===== config.mk =====
export PLATFORM = sky130hd
export DESIGN_NAME = sequence_player
export DESIGN_NICKNAME = d
export VERILOG_FILES = /design/src/rtl/sequence_player.sv
export SDC_FILE = /design/constraint.sdc
export NUM_CORES = 1
export LEC_CHECK = 0
export BUFFER_PORTS_ARGS = -buffer_cell sky130_fd_sc_hd__clkbuf_2
export CORE_MARGIN = 5
export CORE_UTILIZATION = 31
export CTS_BUF_LIST = sky130_fd_sc_hd__clkbuf_4 sky130_fd_sc_hd__clkbuf_8 sky130_fd_sc_hd__clkbuf_16
export DETAILED_ROUTE_END_ITERATION = 7
export PLACE_DENSITY = 0.49
export SKIP_CTS_REPAIR_TIMING = 1
export SYNTH_ARGS = -nofsm -noshare
export SYNTH_HDL_FRONTEND = slang
export SYNTH_SLANG_ARGS = --single-unit

===== constraint.sdc =====
create_clock -name clock -period 3.3 [get_ports clock]
set_input_delay 0.165 -clock clock [delete_from_list [all_inputs] [get_ports clock]]
set_output_delay 0.165 -clock clock [all_outputs]
set_load 0.1 [all_outputs]

===== src/rtl/sequence_player.sv =====
// Replays recorded note-gate words from the sequence RAM at a fixed tempo.
// Each step is fetched, held for STEP_CYCLES and then forced silent for GAP_CYCLES.
module sequence_player #(
  parameter int DEPTH       = 32,
  parameter int ADDR_W      = 5,
  parameter int NOTE_W      = 10,
  parameter int STEP_CYCLES = 12_500_000,
  parameter int GAP_CYCLES  = 250_000
) (
  input  logic              clock,
  input  logic              resetn,
  input  logic              play,
  input  logic              stop,
  input  logic              loop,
  input  logic [ADDR_W:0]   length,
  output logic [ADDR_W-1:0] mem_addr,
  input  logic [NOTE_W-1:0] mem_rdata,
  output logic [NOTE_W-1:0] note_gates,
  output logic              playing,
  output logic              done,
  output logic              wrap
);

  typedef enum logic [2:0] {S_IDLE, S_FETCH, S_LATCH, S_HOLD, S_GAP} state_t;

  localparam logic [31:0]     STEP_LOAD = 32'(STEP_CYCLES - 1);
  localparam logic [31:0]     GAP_LOAD  = (GAP_CYCLES == 0) ? 32'd0 : 32'(GAP_CYCLES - 1);
  localparam logic [ADDR_W:0] DEPTH_LEN = (ADDR_W + 1)'(DEPTH);
  localparam logic [ADDR_W:0] ONE_LEN   = (ADDR_W + 1)'(1);

  state_t              state_reg, state_next;
  logic [31:0]         cnt_reg, cnt_next;
  logic [ADDR_W:0]     step_reg, step_next;
  logic [ADDR_W:0]     last_reg, last_next;
  logic                play_q_reg;
  logic [ADDR_W-1:0]   mem_addr_reg, mem_addr_next;
  logic [NOTE_W-1:0]   note_gates_reg, note_gates_next;
  logic                done_reg, done_next;
  logic                wrap_reg, wrap_next;

  logic                play_rise;
  logic [ADDR_W:0]     len_eff;
  logic                step_end;
  logic                seq_end;

  assign play_rise = play & ~play_q_reg;
  assign len_eff   = (length > DEPTH_LEN) ? DEPTH_LEN : length;
  assign seq_end   = step_end && (step_reg >= last_reg);

  // play_q resets high so a play level held through reset release is not an edge
  always_ff @(posedge clock or negedge resetn) begin
    if (!resetn) begin
      state_reg      <= S_IDLE;
      cnt_reg        <= '0;
      step_reg       <= '0;
      last_reg       <= '0;
      play_q_reg     <= 1'b1;
      mem_addr_reg   <= '0;
      note_gates_reg <= '0;
      done_reg       <= 1'b0;
      wrap_reg       <= 1'b0;
    end else begin
      state_reg      <= state_next;
      cnt_reg        <= cnt_next;
      step_reg       <= step_next;
      last_reg       <= last_next;
      play_q_reg     <= play;
      mem_addr_reg   <= mem_addr_next;
      note_gates_reg <= note_gates_next;
      done_reg       <= done_next;
      wrap_reg       <= wrap_next;
    end
  end

  always_comb begin
    state_next = state_reg;
    cnt_next   = cnt_reg;
    step_next  = step_reg;
    last_next  = last_reg;
    step_end   = 1'b0;
    case (state_reg)
      S_IDLE: begin
        if (play_rise && !stop && len_eff != '0) begin
          state_next = S_FETCH;
          step_next  = '0;
          last_next  = len_eff - ONE_LEN;
        end
      end
      S_FETCH: state_next = S_LATCH;
      S_LATCH: begin
        state_next = S_HOLD;
        cnt_next   = STEP_LOAD;
      end
      S_HOLD: begin
        if (cnt_reg == '0) begin
          if (GAP_CYCLES == 0) begin
            step_end = 1'b1;
          end else begin
            state_next = S_GAP;
            cnt_next   = GAP_LOAD;
          end
        end else begin
          cnt_next = cnt_reg - 32'd1;
        end
      end
      S_GAP: begin
        if (cnt_reg == '0) step_end = 1'b1;
        else               cnt_next = cnt_reg - 32'd1;
      end
      default: state_next = S_IDLE;
    endcase

    // End-of-step decision folded into the last HOLD/GAP cycle
    if (step_end) begin
      if (step_reg < last_reg) begin
        step_next  = step_reg + ONE_LEN;
        state_next = S_FETCH;
      end else if (loop) begin
        step_next  = '0;
        state_next = S_FETCH;
      end else begin
        state_next = S_IDLE;
      end
    end

    if (stop && state_reg != S_IDLE) state_next = S_IDLE;
  end

  always_comb begin
    mem_addr_next   = (state_next == S_FETCH) ? step_next[ADDR_W-1:0] : mem_addr_reg;
    note_gates_next = '0;
    if (state_next == S_HOLD)
      note_gates_next = (state_reg == S_LATCH) ? mem_rdata : note_gates_reg;
    done_next = !stop && ((state_reg == S_IDLE && play_rise && len_eff == '0) ||
                          (seq_end && !loop));
    wrap_next = !stop && seq_end && loop;
  end

  assign mem_addr   = mem_addr_reg;
  assign note_gates = note_gates_reg;
  assign playing    = (state_reg != S_IDLE);
  assign done       = done_reg;
  assign wrap       = wrap_reg;

endmodule


### Word-level counts from Yosys, hierarchy flattened

Cells that the tools add are included.

| cells by class | value |
|---|---|
| add/subtract/negate cells | 3 |
| $lt $le $gt $ge | 3 |
| eq/ne operators | 8 |
| muxes and demuxes | 20 |
| bitwise gates (word level) | 2 |
| reductions and logical operators | 21 |

Operators by type and width:

| kind | number |
|---|---|
| 32-bit case mux with 3 select lines | 1 |
| 32-bit two-way mux | 2 |
| 6-bit two-way mux | 6 |
| 32-bit logical NOT | 1 |
| 32-bit by 1-bit subtractor with 32-bit output (second input constant) | 1 |
| 10-bit two-way mux | 2 |
| 3-bit case mux with 5 select lines | 1 |
| 3-bit two-way mux | 4 |
| 1-bit logical AND | 10 |
| 3-bit by 2-bit == test with 1-bit output (second input constant) | 3 |
| 6-bit by 1-bit adder with 6-bit output (second input constant) | 1 |
| 3-bit by 1-bit == test with 1-bit output (second input constant) | 2 |
| 6-bit greater-or-equal comparator | 1 |
| 6-bit > comparator (second input constant) | 1 |
| 6-bit logical NOT | 1 |
| 6-bit less-than comparator | 1 |
| 3-bit nonzero test | 2 |
| 6-bit nonzero test | 1 |
| 6-bit by 1-bit subtractor with 6-bit output (second input constant) | 1 |
| 1-bit two-way mux | 4 |
| 2-bit AND reduction | 2 |
| 3-bit == test (second input constant) | 1 |
| 3-bit logical NOT | 1 |
| 1-bit logical NOT | 2 |
| 5 further kinds | 5 |

| storage, ports and cells | value |
|---|---|
| flip-flop bits (word level) | 65 |
| output and inout bits | 18 |
| word-level logic and storage cells | 66 |

### Depth between registers and ports, before layout

| logic depth | value |
|---|---|
| depth after elaboration | 10 |
| depth in mapped cells | 10 |
| mapped depth without buffers | 8 |

### Least setup slack after synthesis

Ideal clock, no wire load.

| timing path | value |
|---|---|
| path type | register -> register |
| start point | reg state_reg[0] |
| end point | reg mem_addr_reg[0] (netlist: mem_addr[0]) |
| setup time | 0.126 ns |
| arrival | 2.462 ns |
| data required time | 3.174 ns |
| slack | 0.712 ns |
| cell stages (with the launch flop) | 7 |
| buffers on the path | 1 |
| cell sequence | dfrtp_1 -> clkbuf_1 -> or3_1 -> and2_1 -> a311oi_1 -> nand3b_1 -> mux2_2 |

| between the ends | value |
|---|---|
| elaborated cells between the ends (all ways) | 18 |

RTL lines:

| element | RTL line | source |
|---|---|---|
| start, declared | 31 | `state_t state_reg, state_next;` |
| start signal, assigned | 63 | `state_reg <= state_next;` |
| 3-bit nonzero test | -- |  |
| via playing | 19 | `output logic playing,` |
| 1-bit logical AND | 126 | `if (stop && state_reg != S_IDLE) state_next = S_IDLE;` |
| 3-bit two-way mux | 126 |  |
| 3-bit by 1-bit == test with 1-bit output | 130 | `mem_addr_next = (state_next == S_FETCH) ? step_next[ADDR_W-1:0] : mem_addr_reg;` |
| end signal, assigned | 68 | `mem_addr_reg <= mem_addr_next;` |
| end, declared | 36 | `logic [ADDR_W-1:0] mem_addr_reg, mem_addr_next;` |

The timed path passes the listed nets, and every way through them passes these cells.
A chain may end at the register's enable or synchronous reset.

### Worst setup path in the final report

| timing path | value |
|---|---|
| start point | reg cnt_reg[0] |
| end point | reg note_gates_reg[8] (netlist: note_gates[8]) |

| between the ends | value |
|---|---|
| longest elaborated chain between the ends | 7 |
| elaborated cells between the ends (all ways) | 10 |

Ends and longest elaborated chain:

| element | RTL line | source |
|---|---|---|
| start, declared | 32 | `logic [31:0] cnt_reg, cnt_next;` |
| start signal, assigned | 64 | `cnt_reg <= cnt_next;` |
| 32-bit logical NOT * | 95, 107 |  |
| 3-bit two-way mux / 1-bit two-way mux (equally long branches) | 95, 107 |  |
| 3-bit case mux with 5 select lines / 1-bit two-way mux (equally long branches) | 81 | `case (state_reg)` |
| 3-bit two-way mux * | 114 | `if (step_end) begin` |
| 3-bit two-way mux * | 126 |  |
| 3-bit by 2-bit == test with 1-bit output * | 132 | `if (state_next == S_HOLD)` |
| 2-bit by 1-bit != test with 1-bit output (no source line) / 10-bit two-way mux (equally long branches) | -- |  |
| end signal, assigned | 69 | `note_gates_reg <= note_gates_next;` |
| end, declared | 37 | `logic [NOTE_W-1:0] note_gates_reg, note_gates_next;` |

Mark *: on every way between the ends. The rest lies on a longest branch, timed or not.

==> results.py <==
metrics = {
    "worst_setup_path": {
        "slowest_stage": "nor3b_1",
        "crit_top_cell": "nand3_1",
        "crit_chain": "inv_1 -> ha_1 -> nor3b_1 -> and4_1 -> nand3_1 -> a311oi_1 -> nand3_1 -> a21oi_1",
        "arrival_ns": 3.05,
        "slowest_delay_ns": 0.42,
        "cp_top_family": "simple AND/OR/NAND/NOR gates",
        "cp-startpoint": "cnt_reg[0]",
        "reg2reg_depth": 8,
        "worst-path-stages": 8,
        "path_class": "reg -> reg",
        "cp-start-kind": "flop",
        "reg2reg_from": "cnt_reg[0]",
        "cp.required_ns": 3.54,
        "path_buf_inv": 1,
        "crit_end": "note_gates[8]",
        "cp-end-kind": "flop",
        "r2r-end": "note_gates[8]",
        "r2r_slack_ns": 0.50,
        "crit_fanout": 10,
    },
    "sta": {
        "slew_headroom_pct": 58.0,
        "final-setup-viol-count": 0,
        "setup_tns_ns": 0,
        "rsz0062_at_grt": "no",
        "clock_skew_ns": 0.00703,
        "fin_crit_sh_pct": 85.0,
        "hold_viol_final": 0,
        "max_freq_ghz": 0.357,
        "period_minus_slack_ns": 2.80,
        "drv_slew": 0,
        "worst_pin_slew_ns": 0.626,
    },
    "synthesis": {
        "synth_area_leaders": "dfrtp_1 46%, a21oi_1 5.8%, o21ai_0 5.8%, nand2_1 4.0%, ha_1 3.6%",
        "yosys.area.top_type": "dfrtp_1",
        "avgSynthCellArea_um2": 9.15,
        "synth_area_mm2": 0.00351,
        "yosysUniqueCellTypes": 55,
        "synthFlopType": "dfrtp_1",
        "yosysWarnings": 0,
        "synth_cells": 384,
        "synth_edf_count": 0,
        "ys_seq_area_share_pct": 46.3,
        "ys_ff_latch": 65,
        "synthesis.nets": 415,
        "synthArstFlopShare_pct": 100,
        "yosysTopAreaCellShare_pct": 45.6,
    },
    "cells_and_area": {
        "nets": 462,
        "syn_to_final_growth_pct": 19.6,
        "largest_reg_flops": 32,
        "antennaDiodeCount": 0,
        "drive_gt1_share_pct": 18.8,
        "final_util_pct": 38.3,
    },
    "worst_hold_path": {
        "hold_class": "in -> reg",
    },
    "placement": {
        "io_buffer_count": 38,
        "gp_congestion": 0.793,
        "place_hpwl_um": 6610,
    },
    "pwr": {
        "power_density_mw_per_mm2": 533,
        "peakVddDrop_uv": 235,
        "cellLeakagePower_uw": 0.00179,
    },
    "routing": {
        "vias_per_cell": 5.32,
        "wire_per_inst_um": 15.7,
        "dr.pass1.iters": 4,
        "wl_um": 9070,
        "postRouteAntennaNets": 0,
        "drt_iter0_markers": 251,
        "vias": 3062,
        "drc": 0,
    },
    "floorplanning": {
        "io_pins": 39,
        "core_area_mm2": 0.0110,
        "fp.dieW_um": 116,
        "die-area_mm2": 0.0136,
        "rows": 38,
        "die_h_um": 116,
        "initial_utilization_pct": 32.0,
    },
    "clocking": {
        "htree_levels": 3,
        "root_buffer": "clkbuf_16",
        "clk_path_buf_depth": 2,
        "clk_pin_slew_ns": 0.06,
        "clkSinkCount": 65,
        "clkLatencyLatePin_ns": 0.33,
        "tritoncts": "done",
        "cts_buffers": 9,
    },
    "global_route": {
        "grt_max_degree": 30,
        "antenna_found_initial": 0,
        "grt_pass1_wl_um": 15500,
        "grt_pass1_vias": 3106,
        "grt.total_usage_pct": 14.5,
        "gr-total-overflow": 0,
    },
    "job": {
        "cap_viol_max_count": 0,
    },
    "outcome": {
        "outcome": "finished, final reports clean",
    },
}
==> per-layer routing <==
| metal | global-route usage [%] | wire, µm | vias up |
|---|---|---|---|
| li1 | - | - | 1515 |
| met1 | 20.7 | 4590 | 1478 |
| met2 | 21.8 | 3980 | 57 |
| met3 | 3.32 | 376 | 12 |
| met4 | 4.72 | 123 | 0 |
| met5 | 0 | 0 | - |
==> cell type report <==
type	instances	area, µm²
multi-input cells	291	1770
repair buffers	51	293
clock inverters	5	37.5
inverters	13	48.8
well taps	140	175
clock buffers	11	253
flip-flops and latches	65	1630
fillers	1105	6780
==> power breakdown <==
part / internal, µW / total (µW) / leakage [µW] / switching [µW]
logic: 126 / 312 / 0.000813 / 187
clock network: 553 / 920 / 0.000139 / 367
registers: 897 / 1010 / 0.000838 / 108
==> cell usage in the layout (no fill, tap or decap), types with 4 or more instances in the layout <==
master     instances
xnor2_1            5
and2_1             4
or4_1              4
clkbuf_16          9
nor3_1            19
mux2_2             7
a21oi_1           41
dfrtp_1           64
o21ai_0           41
nand2_1           37
buf_4             11
clkbuf_2          37
or3_1             12
nand3_1           14
a22o_1             4
a31oi_1            7
nor2_1            21
ha_1              10
inv_1             13
nor4_1             6
o31ai_1            4
and4_1             5
==> logic make-up after synthesis <==
group                      Yosys count  synth area share [%]
buffers and inverters               28                  3.38
and+or+nand+nor                    150                  23.5
AOI/OAI and AO/OA                  117                  19.2
muxes                                7                  2.24
DFF                                 65                  46.3
xor gates and xnor gates             7                  1.74
adders and majority gates           10                  3.56
==> cell usage after synthesis, types with 4 or more instances <==
master and n:
nor4_1 6, mux2_2 7, inv_1 13, nand3_1 14
o31ai_1 4, buf_2 5, nor3_1 19, ha_1 10
a21oi_1 41, or4_1 4, o21ai_0 41, dfrtp_1 64
clkbuf_1 9, a22o_1 4, or3_1 12, xnor2_1 5
a31oi_1 7, and4_1 5, and2_1 4, nor2_1 21
nand2_1 37
==> worst min path at each step <==
stage / start / to / slack, ns / depth (start not counted)
after global placement: resetn / cnt_reg[10] / 0.20 / 1
after global routing: mem_rdata[1] / note_gates[1] / 0.06 / 3
after detailed placement: resetn / cnt_reg[12] / 0.21 / 1
final: mem_rdata[0] / note_gates[0] / 0.05 / 3
after CTS: resetn / cnt_reg[10] / -0.16 / 1
after floorplan: resetn / cnt_reg[0] / -0.13 / 0
==> worst reg2reg max path: stages (launching register included) <==
cell and delay (ns):
dfrtp_1 0.40, inv_1 0.11, ha_1 0.21, nor3b_1 0.42, and4_1 0.31, nand3_1 0.16
a311oi_1 0.42, nand3_1 0.41, a21oi_1 0.27
==> through the flow <==
step	area, µm²	cells	setup slack, ns	total power (µW)	hold slack (ns)
finish	4200	576	0.495	2240	0.0479
global route	4200	576	0.197	2370	0.0615
CTS	4180	574	0.511	2260	-0.157
detailed placement	3890	558	0.525	1330	0.207
global placement	3890	558	0.594	1320	0.197
floorplan	3510	384	0.712	1220	-0.131
(Power assumes the default switching activity.)
